$ cat config.mk
export PLATFORM = sky130hd
export DESIGN_NAME = reorder_buffer
export DESIGN_NICKNAME = d
export VERILOG_FILES = /design/src/rtl/reorder_buffer.sv
export SDC_FILE = /design/constraint.sdc
export NUM_CORES = 2
export LEC_CHECK = 0
export CORE_MARGIN = 1.5
export CORE_UTILIZATION = 40
export CTS_CLUSTER_DIAMETER = 60
export DETAILED_ROUTE_END_ITERATION = 10
export PLACE_DENSITY = 0.66
export SKIP_CTS_REPAIR_TIMING = 1
export SLEW_MARGIN = 20
export SYNTH_ARGS = -nofsm -noshare
export SYNTH_HDL_FRONTEND = slang
export SYNTH_SLANG_ARGS = --single-unit
$ cat constraint.sdc
create_clock -name clockIn -period 5.5 [get_ports clockIn]
set_input_delay 1.1 -clock clockIn [delete_from_list [all_inputs] [get_ports clockIn]]
set_output_delay 1.1 -clock clockIn [all_outputs]
set_load 0.005 [all_outputs]
$ cat src/rtl/reorder_buffer.sv
// Circular in-order commit buffer: allocates at issue, captures CDB results, retires the head in order.
// Define ROB_PERF_COUNTER_EN to add the commitCount/flushCount outputs.
module reorder_buffer #(
   parameter int unsigned ROB_WIDTH = 4
) (
   input  logic                 clockIn,
   input  logic                 resetIn,
   input  logic                 issueValid,
   input  logic [1:0]           issueType,
   input  logic [4:0]           issueDest,
   input  logic                 issueReady,
   input  logic [31:0]          issueValue,
   output logic [ROB_WIDTH-1:0] issueRobId,
   output logic                 robFull,
   input  logic                 cdbValid,
   input  logic [ROB_WIDTH-1:0] cdbRobId,
   input  logic [31:0]          cdbValue,
   input  logic                 cdbMispredict,
   input  logic [31:0]          cdbTarget,
   input  logic [ROB_WIDTH-1:0] robRs1Dep,
   output logic                 robRs1Ready,
   output logic [31:0]          robRs1Value,
   input  logic [ROB_WIDTH-1:0] robRs2Dep,
   output logic                 robRs2Ready,
   output logic [31:0]          robRs2Value,
   output logic                 regUpdateValid,
   output logic [4:0]           regUpdateDest,
   output logic [31:0]          regUpdateValue,
   output logic [ROB_WIDTH-1:0] regUpdateRobId,
   output logic                 storeCommitValid,
   output logic [ROB_WIDTH-1:0] storeCommitRobId,
   output logic                 clearOut,
   output logic [31:0]          clearPc
`ifdef ROB_PERF_COUNTER_EN
   ,
   output logic [31:0]          commitCount,
   output logic [31:0]          flushCount
`endif
);

   localparam int unsigned DEPTH = 1 << ROB_WIDTH;
   localparam int unsigned CNT_W = ROB_WIDTH + 1;

   localparam logic [1:0] TYPE_REG    = 2'd0;
   localparam logic [1:0] TYPE_STORE  = 2'd1;
   localparam logic [1:0] TYPE_BRANCH = 2'd2;
   localparam logic [1:0] TYPE_RSVD   = 2'd3;

   logic [ROB_WIDTH-1:0] head_q, tail_q;
   logic [CNT_W-1:0]     count_q;
   logic [DEPTH-1:0]     busy_q, ready_q, misp_q;
   logic [1:0]           type_q   [DEPTH];
   logic [4:0]           dest_q   [DEPTH];
   logic [31:0]          value_q  [DEPTH];
   logic [31:0]          target_q [DEPTH];

   logic       commit_c, flush_c, issue_c, cdb_hit_c;
   logic [1:0] issue_type_c;

   assign robFull    = (count_q == CNT_W'(DEPTH));
   assign issueRobId = tail_q;

   // Retire/flush/issue decisions for the coming edge
   always_comb begin
      commit_c     = busy_q[head_q] && ready_q[head_q];
      flush_c      = commit_c && (type_q[head_q] == TYPE_BRANCH) && misp_q[head_q];
      issue_c      = issueValid && !robFull && !clearOut;
      cdb_hit_c    = cdbValid && busy_q[cdbRobId];
      issue_type_c = (issueType == TYPE_RSVD) ? TYPE_REG : issueType;
   end

   // Dependency lookups with same-cycle CDB bypass
   always_comb begin
      robRs1Ready = ready_q[robRs1Dep];
      robRs1Value = value_q[robRs1Dep];
      robRs2Ready = ready_q[robRs2Dep];
      robRs2Value = value_q[robRs2Dep];
      if (cdbValid && (cdbRobId == robRs1Dep)) begin
         robRs1Ready = 1'b1;
         robRs1Value = cdbValue;
      end
      if (cdbValid && (cdbRobId == robRs2Dep)) begin
         robRs2Ready = 1'b1;
         robRs2Value = cdbValue;
      end
   end

   // Entry payload; only meaningful while the matching busy bit is set
   always_ff @(posedge clockIn) begin
      if (cdb_hit_c && !flush_c) begin
         value_q[cdbRobId]  <= cdbValue;
         target_q[cdbRobId] <= cdbTarget;
      end
      if (issue_c && !flush_c) begin
         type_q[tail_q]  <= issue_type_c;
         dest_q[tail_q]  <= issueDest;
         value_q[tail_q] <= issueValue;
      end
   end

   always_ff @(posedge clockIn or negedge resetIn) begin
      if (!resetIn) begin
         head_q           <= '0;
         tail_q           <= '0;
         count_q          <= '0;
         busy_q           <= '0;
         ready_q          <= '0;
         misp_q           <= '0;
         regUpdateValid   <= 1'b0;
         regUpdateDest    <= '0;
         regUpdateValue   <= '0;
         regUpdateRobId   <= '0;
         storeCommitValid <= 1'b0;
         storeCommitRobId <= '0;
         clearOut         <= 1'b0;
         clearPc          <= '0;
      end else begin
         regUpdateValid   <= 1'b0;
         storeCommitValid <= 1'b0;
         clearOut         <= 1'b0;
         if (flush_c) begin
            // Mispredicted branch at head squashes everything younger
            busy_q   <= '0;
            ready_q  <= '0;
            misp_q   <= '0;
            head_q   <= '0;
            tail_q   <= '0;
            count_q  <= '0;
            clearOut <= 1'b1;
            clearPc  <= target_q[head_q];
         end else begin
            if (cdb_hit_c) begin
               ready_q[cdbRobId] <= 1'b1;
               misp_q[cdbRobId]  <= cdbMispredict;
            end
            if (commit_c) begin
               busy_q[head_q]  <= 1'b0;
               ready_q[head_q] <= 1'b0;
               head_q          <= head_q + ROB_WIDTH'(1);
               if ((type_q[head_q] == TYPE_REG) && (dest_q[head_q] != 5'd0)) begin
                  regUpdateValid <= 1'b1;
                  regUpdateDest  <= dest_q[head_q];
                  regUpdateValue <= value_q[head_q];
                  regUpdateRobId <= head_q;
               end
               if (type_q[head_q] == TYPE_STORE) begin
                  storeCommitValid <= 1'b1;
                  storeCommitRobId <= head_q;
               end
            end
            if (issue_c) begin
               busy_q[tail_q]  <= 1'b1;
               ready_q[tail_q] <= issueReady;
               misp_q[tail_q]  <= 1'b0;
               tail_q          <= tail_q + ROB_WIDTH'(1);
            end
            count_q <= count_q + CNT_W'(issue_c) - CNT_W'(commit_c);
         end
      end
   end

`ifdef ROB_PERF_COUNTER_EN
   always_ff @(posedge clockIn or negedge resetIn) begin
      if (!resetIn) begin
         commitCount <= '0;
         flushCount  <= '0;
      end else begin
         if (commit_c) commitCount <= commitCount + 32'd1;
         if (flush_c)  flushCount  <= flushCount + 32'd1;
      end
   end
`endif

endmodule

==> impl_metrics.json <==
{
  "status": "completed",
  "rows": 146,
  "cellLeakagePower_nw": 24.0,
  "synth_edf_count": 1136,
  "hold_viol": 0,
  "worst_pin_slew_ns": 1.20,
  "grt_busiest_layer": "met2",
  "async_flop_share_pct": 11.0,
  "setup_viol": 0,
  "relSlewSlack_pct": 20.0,
  "met1_usage_pct": 31.2,
  "rsz0062_at_grt": "false",
  "pwr_density_cell_nw_per_um2": 447,
  "layout_min_cycle_time_ns": 4.84,
  "critPathLaunchType": "primary input",
  "cts-root-buf": "clkbuf_16",
  "synth-seq-cells": 1277,
  "die_w_um": 403,
  "dr.pass1.iters": 6,
  "ys_types": 51,
  "total_power_mw": 33.4,
  "avgSynthCellArea_sq_um": 19.1,
  "cts_inserted_buffers": 147,
  "finalClockSkew_ns": 0.0327,
  "route.vias.total": 36800,
  "viasPerCell": 6.37,
  "syn2layout_area_growth_pct": 16.5,
  "antenna_found_initial": 25,
  "fin_tns_setup_ns": 0,
  "cts_tree": "done",
  "critPathKind": "primary input to output pin",
  "cp.required_ns": 4.40,
  "synth_ff_type": "edfxtp_1",
  "cts_sinks": 1277,
  "dpl.hpwl_um": 106000,
  "syn_area_sq_um": 64100,
  "end_kind": "output pin",
  "period_share_pct": 88.0,
  "grt_pass1_wl_um": 275000,
  "grt_usage_pct": 23.6,
  "die_y_um": 403,
  "maxCapViolations": 0,
  "grt.overflow.total": 0,
  "initial_core_util_pct": 40.4,
  "hold_path_class": "primary input to async pin",
  "irDropWorstVdd_v": 0.000340,
  "drive_above_1_share_pct": 38.5,
  "nets": 3715,
  "grtUsageMet3_pct": 5.29,
  "fmax_mhz": 207,
  "finalMaxSlewViolations": 0,
  "syn-num-nets": 3488,
  "clk_pin_slew_ns": 0.06,
  "io_pins": 272,
  "route.detailed.drc": 0,
  "antenna_left": 0,
  "drt_iter0_markers": 4264,
  "cts.htree.levels": 4,
  "yosys_warnings": 0,
  "grt_use_met2_pct": 38.6,
  "wire_per_inst_um": 33.3,
  "place_congestion": 0.849,
  "cp_max_fo": 33,
  "syn_inst": 3352,
  "grt_max_degree": 97,
  "worstPathArrival_ns": 3.74,
  "wl_um": 193000,
  "fill_cells": 13200,
  "io_buffers": 271,
  "yosysSeqAreaShare_pct": 58.7,
  "dieArea_sq_um": 163000,
  "grt_pass1_vias": 37400,
  "cts_buffer_depth": 3,
  "core_sq_um": 159000,
  "clk_latency_ns": 0.78
}
## kinds of logic (layout without fill, tap and decap cells)
| logic type | after synthesis | count (layout) | share of synthesized area, % |
|---|---|---|---|
| DFF | 1277 | 1277 | 58.7 |
| muxes | 1350 | 1350 | 35.7 |
| buffers and inverters | 327 | 673 | 2.16 |
| and+or+nand+nor | 257 | 257 | 1.90 |
| other | 0 | 5 | 0 |
| AOI/OAI and AO/OA | 111 | 111 | 1.06 |
| xor gates and xnor gates | 15 | 15 | 0.205 |
| adders and majority gates | 15 | 15 | 0.304 |
## cell usage in the layout (no fill, tap or decap), types with 7 or more instances in the layout
cell type        instances
a21oi_1                 28
a21oi_4                 16
a22o_1                   9
buf_12                  41
buf_4                   80
bufinv_16               11
clkbuf_1                31
clkbuf_16              150
clkbuf_8                 8
clkdlybuf4s50_1        262
clkinv_1                20
clkinv_2                24
clkinvlp_4               7
dfrtp_1                137
edfxtp_1              1136
ha_1                    14
inv_1                   14
inv_6                   11
mux2_1                 319
mux2_2                 331
mux2i_1                 15
mux4_2                 685
nand2_1                 58
nand2b_1                12
nand3_1                 36
nand4_1                  9
nor2_1                  52
nor2_4                  33
nor2b_1                 11
nor3_1                  21
o21ai_0                 31
xor2_1                  10
## final timing paths
check	from	cells after the start	end	slack, ns
max reg2reg	head_q[1]	16	count_q[4]	0.68
max	cdbRobId[1]	7	robRs2Value[3]	0.66
min in group clockIn	regUpdateValue[17]	1	regUpdateValue[17]	0.48
min	resetIn	1	regUpdateValue[9]	0.36
min reg2reg	regUpdateValue[17]	1	regUpdateValue[17]	0.48
max in group asynchronous	resetIn	2	head_q[1]	3.80
## where the power goes
group	total, mW	switching (mW)	internal [mW]
combinational	10.9	5.38	5.50
sequential	12.8	0.941	11.9
clock	9.70	4.05	5.65
## cell type report
cell class	instances	area, sq um	area share (%)
diodes	5	12.5	0.0167
clock buffers	188	3970	5.31
clock inverters	80	785	1.05
inverters	15	56.3	0.0753
multi-input cells	1748	25600	34.2
flip-flops and latches	1277	37700	50.4
well taps	2072	2590	3.47
repair buffers	390	4120	5.51
## worst max-delay path, cell delays in order
cell             delay [ns]
clkdlybuf4s50_1        0.80
xnor2_1                0.17
nand2_1                0.08
nor4_2                 0.25
buf_12                 0.35
mux2_2                 0.46
clkdlybuf4s50_1        0.48
## cell usage after synthesis, drive strengths merged, types with 4 or more instances
library cell / n / area, sq um
a21oi: 44 / 220
nor2: 86 / 333
nand4: 9 / 56.3
o2111ai: 5 / 43.8
xor2: 10 / 87.6
ha: 14 / 175
buf: 132 / 653
nand2: 58 / 218
nand3: 36 / 180
and2: 4 / 25.0
a22o: 9 / 78.8
nor3: 22 / 121
a22oi: 5 / 37.5
nand3b: 5 / 37.5
mux2i: 15 / 150
xnor2: 5 / 43.8
a221oi: 6 / 58.8
o21ai: 31 / 155
mux2: 650 / 7320
mux4: 685 / 15400
nand2b: 12 / 75.1
nor2b: 11 / 68.8
o211ai: 5 / 37.5
edfxtp: 1136 / 34100
dfrtp: 141 / 3530
clkbuf: 180 / 676
inv: 14 / 52.6
## per-stage QoR
step / area (sq um) / hold slack [ns] / setup slack, ns / util (%) / cells
after floorplan: 64100 / 0.483 / 0.819 / - / 3352
final: 74700 / 0.364 / 0.663 / 47.1 / 5775
after CTS: 74700 / 0.356 / 0.651 / 47.1 / 5770
after global routing: 74700 / 0.387 / 0.471 / 47.1 / 5773
after detailed placement: 70000 / 0.474 / 0.653 / 44.1 / 5502
after global placement: 70000 / 0.467 / 0.666 / 44.1 / 5502
## state kept, by name, indices dropped and copies added, names as in the netlist
register / cells
storeCommitValid: 1
regUpdateValue: 32
misp_q: 16
clearPc: 32
regUpdateDest: 5
ready_q: 16
clearOut: 1
count_q: 5
dest_q: 80
head_q: 4
target_q: 512
storeCommitRobId: 4
type_q: 32
busy_q: 16
value_q: 512
regUpdateRobId: 4
issueRobId: 4
regUpdateValid: 1
## metal layers
layer	routed length (um)	vias to the layer above
li1	-	14600
met1	73900	19800
met2	94200	1956
met3	17600	387
met4	6600	32
met5	229	-
No activity file was read; power rests on OpenSTA's default activity.
